File: src/rtl/gpu_cmd_tx.sv
// gpu_cmd_tx: buffers text requests in a small FIFO and serialises them onto cpuline as CMD/PARAM/EXEC slots.
// Defining GPU_CURSOR_SHADOW_EN adds cursor_x/cursor_y, which shadow the GPU's text cursor.
module gpu_cmd_tx #(
  parameter int FIFO_AW = 3
) (
  input  logic        clk,
  input  logic        reset,
  input  logic        req_valid,
  output logic        req_ready,
  input  logic [2:0]  req_op,
  input  logic [15:0] req_arg,
  output logic [15:0] cpuline,
  output logic        busy,
  output logic        err_op
`ifdef GPU_CURSOR_SHADOW_EN
  ,
  output logic [11:0] cursor_x,
  output logic [11:0] cursor_y
`endif
);
  localparam int DEPTH = 1 << FIFO_AW;
  localparam logic [FIFO_AW:0] FULL_CNT = (FIFO_AW + 1)'(DEPTH);

  typedef enum logic [1:0] {SLOT_CMD, SLOT_PARAM, SLOT_EXEC} slot_e;

  logic [18:0]        mem_q [DEPTH];
  logic [FIFO_AW-1:0] wr_ptr_q, wr_ptr_d;
  logic [FIFO_AW-1:0] rd_ptr_q, rd_ptr_d;
  logic [FIFO_AW:0]   count_q, count_d;
  slot_e              slot_q, slot_d;
  logic               active_q, active_d;
  logic [2:0]         op_q, op_d;
  logic [15:0]        param_q, param_d;
  logic [15:0]        cpuline_q, cpuline_d;
  logic               err_q, err_d;

  logic        accept, legal, push, load_cmd, pop;
  logic [18:0] head;
  logic [2:0]  head_op;

  assign req_ready = (count_q != FULL_CNT);
  assign accept    = req_valid && req_ready;
  assign legal     = (req_op != 3'd0) && (req_op != 3'd7);
  assign push      = accept && legal;
  // The edge that opens the next CMD slot is the only place a queued entry may leave.
  assign load_cmd  = (slot_q == SLOT_EXEC) || ((slot_q == SLOT_PARAM) && !active_q);
  assign pop       = load_cmd && (count_q != '0);
  assign head      = mem_q[rd_ptr_q];
  assign head_op   = head[18:16];

  assign cpuline = cpuline_q;
  assign busy    = (count_q != '0) || active_q;
  assign err_op  = err_q;

  always_ff @(posedge clk) begin
    if (push) begin
      mem_q[wr_ptr_q] <= {req_op, req_arg};
    end
  end

  always_comb begin
    wr_ptr_d  = wr_ptr_q + FIFO_AW'(push);
    rd_ptr_d  = rd_ptr_q + FIFO_AW'(pop);
    count_d   = count_q + (FIFO_AW + 1)'(push) - (FIFO_AW + 1)'(pop);
    err_d     = accept && !legal;
    slot_d    = slot_q;
    active_d  = active_q;
    op_d      = op_q;
    param_d   = param_q;
    cpuline_d = 16'h0000;
    case (slot_q)
      SLOT_CMD: begin
        slot_d    = SLOT_PARAM;
        cpuline_d = active_q ? param_q : 16'h0000;
      end
      SLOT_PARAM: slot_d = active_q ? SLOT_EXEC : SLOT_CMD;
      default:    slot_d = SLOT_CMD;
    endcase
    if (load_cmd) begin
      active_d = pop;
      if (pop) begin
        op_d      = head_op;
        param_d   = ((head_op == 3'd1) || (head_op == 3'd3) || (head_op == 3'd4)) ? head[15:0] : 16'h0000;
        cpuline_d = {13'b0000_0000_1100_0, head_op};
      end
    end
  end

  always_ff @(posedge clk or negedge reset) begin
    if (!reset) begin
      wr_ptr_q  <= '0;
      rd_ptr_q  <= '0;
      count_q   <= '0;
      slot_q    <= SLOT_CMD;
      active_q  <= 1'b0;
      op_q      <= 3'd0;
      param_q   <= 16'h0000;
      cpuline_q <= 16'h0000;
      err_q     <= 1'b0;
    end else begin
      wr_ptr_q  <= wr_ptr_d;
      rd_ptr_q  <= rd_ptr_d;
      count_q   <= count_d;
      slot_q    <= slot_d;
      active_q  <= active_d;
      op_q      <= op_d;
      param_q   <= param_d;
      cpuline_q <= cpuline_d;
      err_q     <= err_d;
    end
  end

`ifdef GPU_CURSOR_SHADOW_EN
  logic [11:0] cx_q, cx_d, cy_q, cy_d;

  assign cursor_x = cx_q;
  assign cursor_y = cy_q;

  // Mirrors the GPU's tmpx/tmpy, which it commits as the EXEC slot ends.
  always_comb begin
    cx_d = cx_q;
    cy_d = cy_q;
    if (slot_q == SLOT_EXEC) begin
      case (op_q)
        3'd1: cx_d = cx_q + 12'd1;
        3'd2: cx_d = cx_q - 12'd1;
        3'd3: cy_d = param_q[11:0];
        3'd4: cx_d = param_q[11:0];
        3'd5: begin
          cx_d = 12'd0;
          cy_d = 12'd0;
        end
        3'd6: begin
          cx_d = 12'd0;
          cy_d = (cy_q > 12'd24) ? 12'd0 : cy_q + 12'd1;
        end
        default: ;
      endcase
    end
  end

  always_ff @(posedge clk or negedge reset) begin
    if (!reset) begin
      cx_q <= 12'd0;
      cy_q <= 12'd0;
    end else begin
      cx_q <= cx_d;
      cy_q <= cy_d;
    end
  end
`endif

endmodule
File: config.mk
export PLATFORM = sky130hd
export DESIGN_NAME = gpu_cmd_tx
export DESIGN_NICKNAME = d
export VERILOG_FILES = /design/src/rtl/gpu_cmd_tx.sv
export SDC_FILE = /design/constraint.sdc
export NUM_CORES = 1
export LEC_CHECK = 0
export BUFFER_PORTS_ARGS = -buffer_cell sky130_fd_sc_hd__buf_2
export CORE_MARGIN = 5
export CORE_UTILIZATION = 30
export DETAILED_ROUTE_END_ITERATION = 7
export GPL_TIMING_DRIVEN = 0
export PLACE_DENSITY_LB_ADDON = 0.08
export SYNTH_ARGS = -nofsm -noshare
export SYNTH_HDL_FRONTEND = slang
export SYNTH_SLANG_ARGS = --single-unit
File: constraint.sdc
create_clock -name clk -period 2.8 [get_ports clk]
set_clock_uncertainty 0.15 [all_clocks]
set_input_delay 0.84 -clock clk [delete_from_list [all_inputs] [get_ports clk]]
set_output_delay 0.84 -clock clk [all_outputs]
set_load 0.02 [all_outputs]
==> flow_metrics.env <==
export IMPL_antennaDiodeCount=0
export IMPL_finalWorstSetupSlack_ns=0.0998
export IMPL_gp_congestion=0.671
export IMPL_mostFrequentLayoutCell="edfxtp_1"
export IMPL_die_y_um=170
export IMPL_drt_wirelength_per_cell_um=20.2
export IMPL_met2_length_um=7760
export IMPL_final_setup_viol_count=0
export IMPL_finish_utilization_pct=36.2
export IMPL_r2r_start="count_q[2]"
export IMPL_cts_sinks=198
export IMPL_leakagePower_nw=3.25
export IMPL_first_pass_iters=6
export IMPL_core_um2=25200
export IMPL_drc=0
export IMPL_met1_length_um=7340
export IMPL_rsz0062_at_grt="true"
export IMPL_portBuffers=40
export IMPL_gr_total_overflow=0
export IMPL_pre_cts_slack_ns=-0.387
export IMPL_synth_top_area_share_pct=59.4
export IMPL_start_util_pct=30.5
export IMPL_timing_fmax_mhz=370
export IMPL_rows=58
export IMPL_layout_common_cells="edfxtp_1, dfrtp_1, buf_2"
export IMPL_hp_class="flip-flop to flip-flop"
export IMPL_antenna_found_initial=3
export IMPL_synth_cells=378
export IMPL_reg2reg_setup_slack_ns=0.1
export IMPL_yosysWarnings=0
export IMPL_cts_hold_buf=0
export IMPL_status="finished clean"
export IMPL_finalWirelength_um=15900
export IMPL_max_cap_violations=0
export IMPL_timing_final_crit_share_pct=96.4
export IMPL_reg2regPathDepth=8
export IMPL_hp_start="slot_q[0]"
export IMPL_ctsRootBufferMaster="clkbuf_16"
export IMPL_hold_viol=0
export IMPL_cts_made_buffers=17
export IMPL_peakVddDrop_mv=0.434
export IMPL_relSlewSlack_pct=30.6
export IMPL_cts_reportedPaths_clkPinSlew_ns=0.07
export IMPL_worstPathArrival_ns=2.68
export IMPL_rr_endpoint="mem_q[6][6]"
export IMPL_synth_top_cells_by_area="edfxtp_1, dfrtp_1, mux4_2"
export IMPL_dp_cells=756
export IMPL_drive_gt1_share_pct=35.9
export IMPL_num_io_pins=41
export IMPL_syn2layout_area_growth_pct=18.7
export IMPL_dieArea_um2=28900
export IMPL_required_ns=2.78
export IMPL_yosysSeqAreaShare_pct=74.4
export IMPL_syn_area_um2=7680
export IMPL_instances_no_fill=787
export IMPL_via_count=3589
export IMPL_yosysTopAreaCell="edfxtp_1"
export IMPL_met3_length_um=690
export IMPL_grt_max_degree=47
export IMPL_grt_util_all_layers_pct=11.6
export IMPL_critPathKind="flip-flop to flip-flop"
export IMPL_drv_slew=0
export IMPL_ant_nets=0
export IMPL_first_global_vias=3882
export IMPL_startpoint="count_q[2]"
export IMPL_finalSetupTns_ns=0
export IMPL_h_tree_depth=4
export IMPL_hold_depth=1
export IMPL_critPathLaunchType="flip-flop"
export IMPL_synth_seq_cells=198
export IMPL_via_per_inst=4.56
export IMPL_cts_tree="yes"
export IMPL_cts_buffer_depth=2
export IMPL_avgSynthCellArea_um2=20.3
export IMPL_nets=478
export IMPL_highest_layer="met5"
export IMPL_end_kind="flip-flop"
export IMPL_p_total_mw=9.70
export IMPL_synth_distinct_cells=38
export IMPL_cp_max_fo=11
export IMPL_tightest_slew_ns=1.04
export IMPL_period_minus_slack_ns=2.70
export IMPL_synth_fp_nets=411
export IMPL_die_w_um=170
export IMPL_grt_pass1_wl_um=24300
export IMPL_first_iter_violations=203
export IMPL_clk_latency_ns=0.42
export IMPL_p_per_area_nw_per_um2=1060
export IMPL_crit_end="mem_q[6][6]"
export IMPL_dpl_hpwl_um=10900
-- worst min-delay path by stage --
stage                              to  slack (ns)
after floorplan             slot_q[0]        0.30
after global placement      slot_q[0]        0.32
after detailed placement  cpuline[12]        0.32
after CTS                   slot_q[0]        0.33
after global routing      cpuline[13]        0.36
final                       slot_q[0]        0.33
-- kinds of logic (layout without fill, tap and decap cells) --
logic type	after synthesis	after routing	synth area share, %
adders and majority gates	11	11	1.89
xor gates and xnor gates	4	4	0.456
muxes	74	74	16.3
AOI/OAI and AO/OA	24	24	2.28
buffers and inverters	21	100	1.50
and+or+nand+nor	46	46	3.19
DFF	198	198	74.4
-- flip-flops by register name, indices dropped and copies added (netlist names) --
name / flops
mem_q: 152
rd_ptr_q: 3
slot_q: 2
count_q: 4
wr_ptr_q: 3
param_q: 16
active_q: 1
cpuline: 16
err_op: 1
-- report_power, final --
group          internal [mW]  leakage [nW]  switching [mW]
Sequential              3.73          1.96           0.221
Clock                   1.49         0.298            1.04
Combinational           1.45         0.986            1.77
-- timing repair --
| action | in CTS | in global routing |
|---|---|---|
| buffers inserted | 0 | 0 |
| gates cloned | 0 | 0 |
| endpoints found under the setup margin | 3 | 62 |
| gates resized for setup | 2 | 4 |
-- metrics by stage --
step | area, um2 | hold slack, ns
global route | 9120 | 0.361
floorplan | 7690 | 0.295
global placement | 8310 | 0.317
finish | 9120 | 0.335
CTS | 9110 | 0.335
detailed placement | 8490 | 0.323
-- cells in the mapped netlist --
cell / instances
a21o_1: 1
a21oi_1: 8
a21oi_2: 10
a21oi_4: 1
a22o_1: 1
and2_1: 11
and3b_1: 1
buf_1: 1
buf_2: 4
buf_4: 3
buf_6: 1
buf_8: 1
clkbuf_1: 4
clkinv_2: 1
dfrtp_1: 46
edfxtp_1: 152
fa_1: 1
ha_1: 10
inv_1: 6
mux2_2: 16
mux2_4: 1
mux2i_1: 18
mux2i_4: 1
mux4_2: 38
nand2_1: 12
nand2b_1: 4
nand3_1: 1
nand3b_1: 2
nand4_1: 1
nor2_1: 8
nor3_1: 2
nor3b_1: 1
o21ai_0: 2
o21ai_1: 1
or3_1: 1
or3b_1: 1
or3b_2: 1
xor2_1: 4
-- area by class of cell --
type | count | area [um2]
tap | 330 | 413
clock inverter | 14 | 181
buffer | 14 | 95.1
inverter | 7 | 28.8
multi-input combinational | 159 | 1910
sequential | 198 | 5720
clock buffer | 17 | 425
timing repair buffer | 48 | 358
fill | 2337 | 16100
-- worst max-delay path: stages (launching register included) --
cell	delay [ns]
dfrtp_1	0.32
inv_1	0.06
ha_1	0.19
or3b_2	0.21
nand4_1	0.18
inv_1	0.16
nand2b_1	0.20
nor2_2	0.66
buf_8	0.25
-- metal layers --
layer / vias to the layer above / global-route usage, %
met2: 66 / 18.6
met1: 1882 / 15.5
met3: 10 / 3.51
li1: 1625 / -
met4: 6 / 3.23
met5: - / 0
Note: power is estimated with default switching activity, not from simulation.
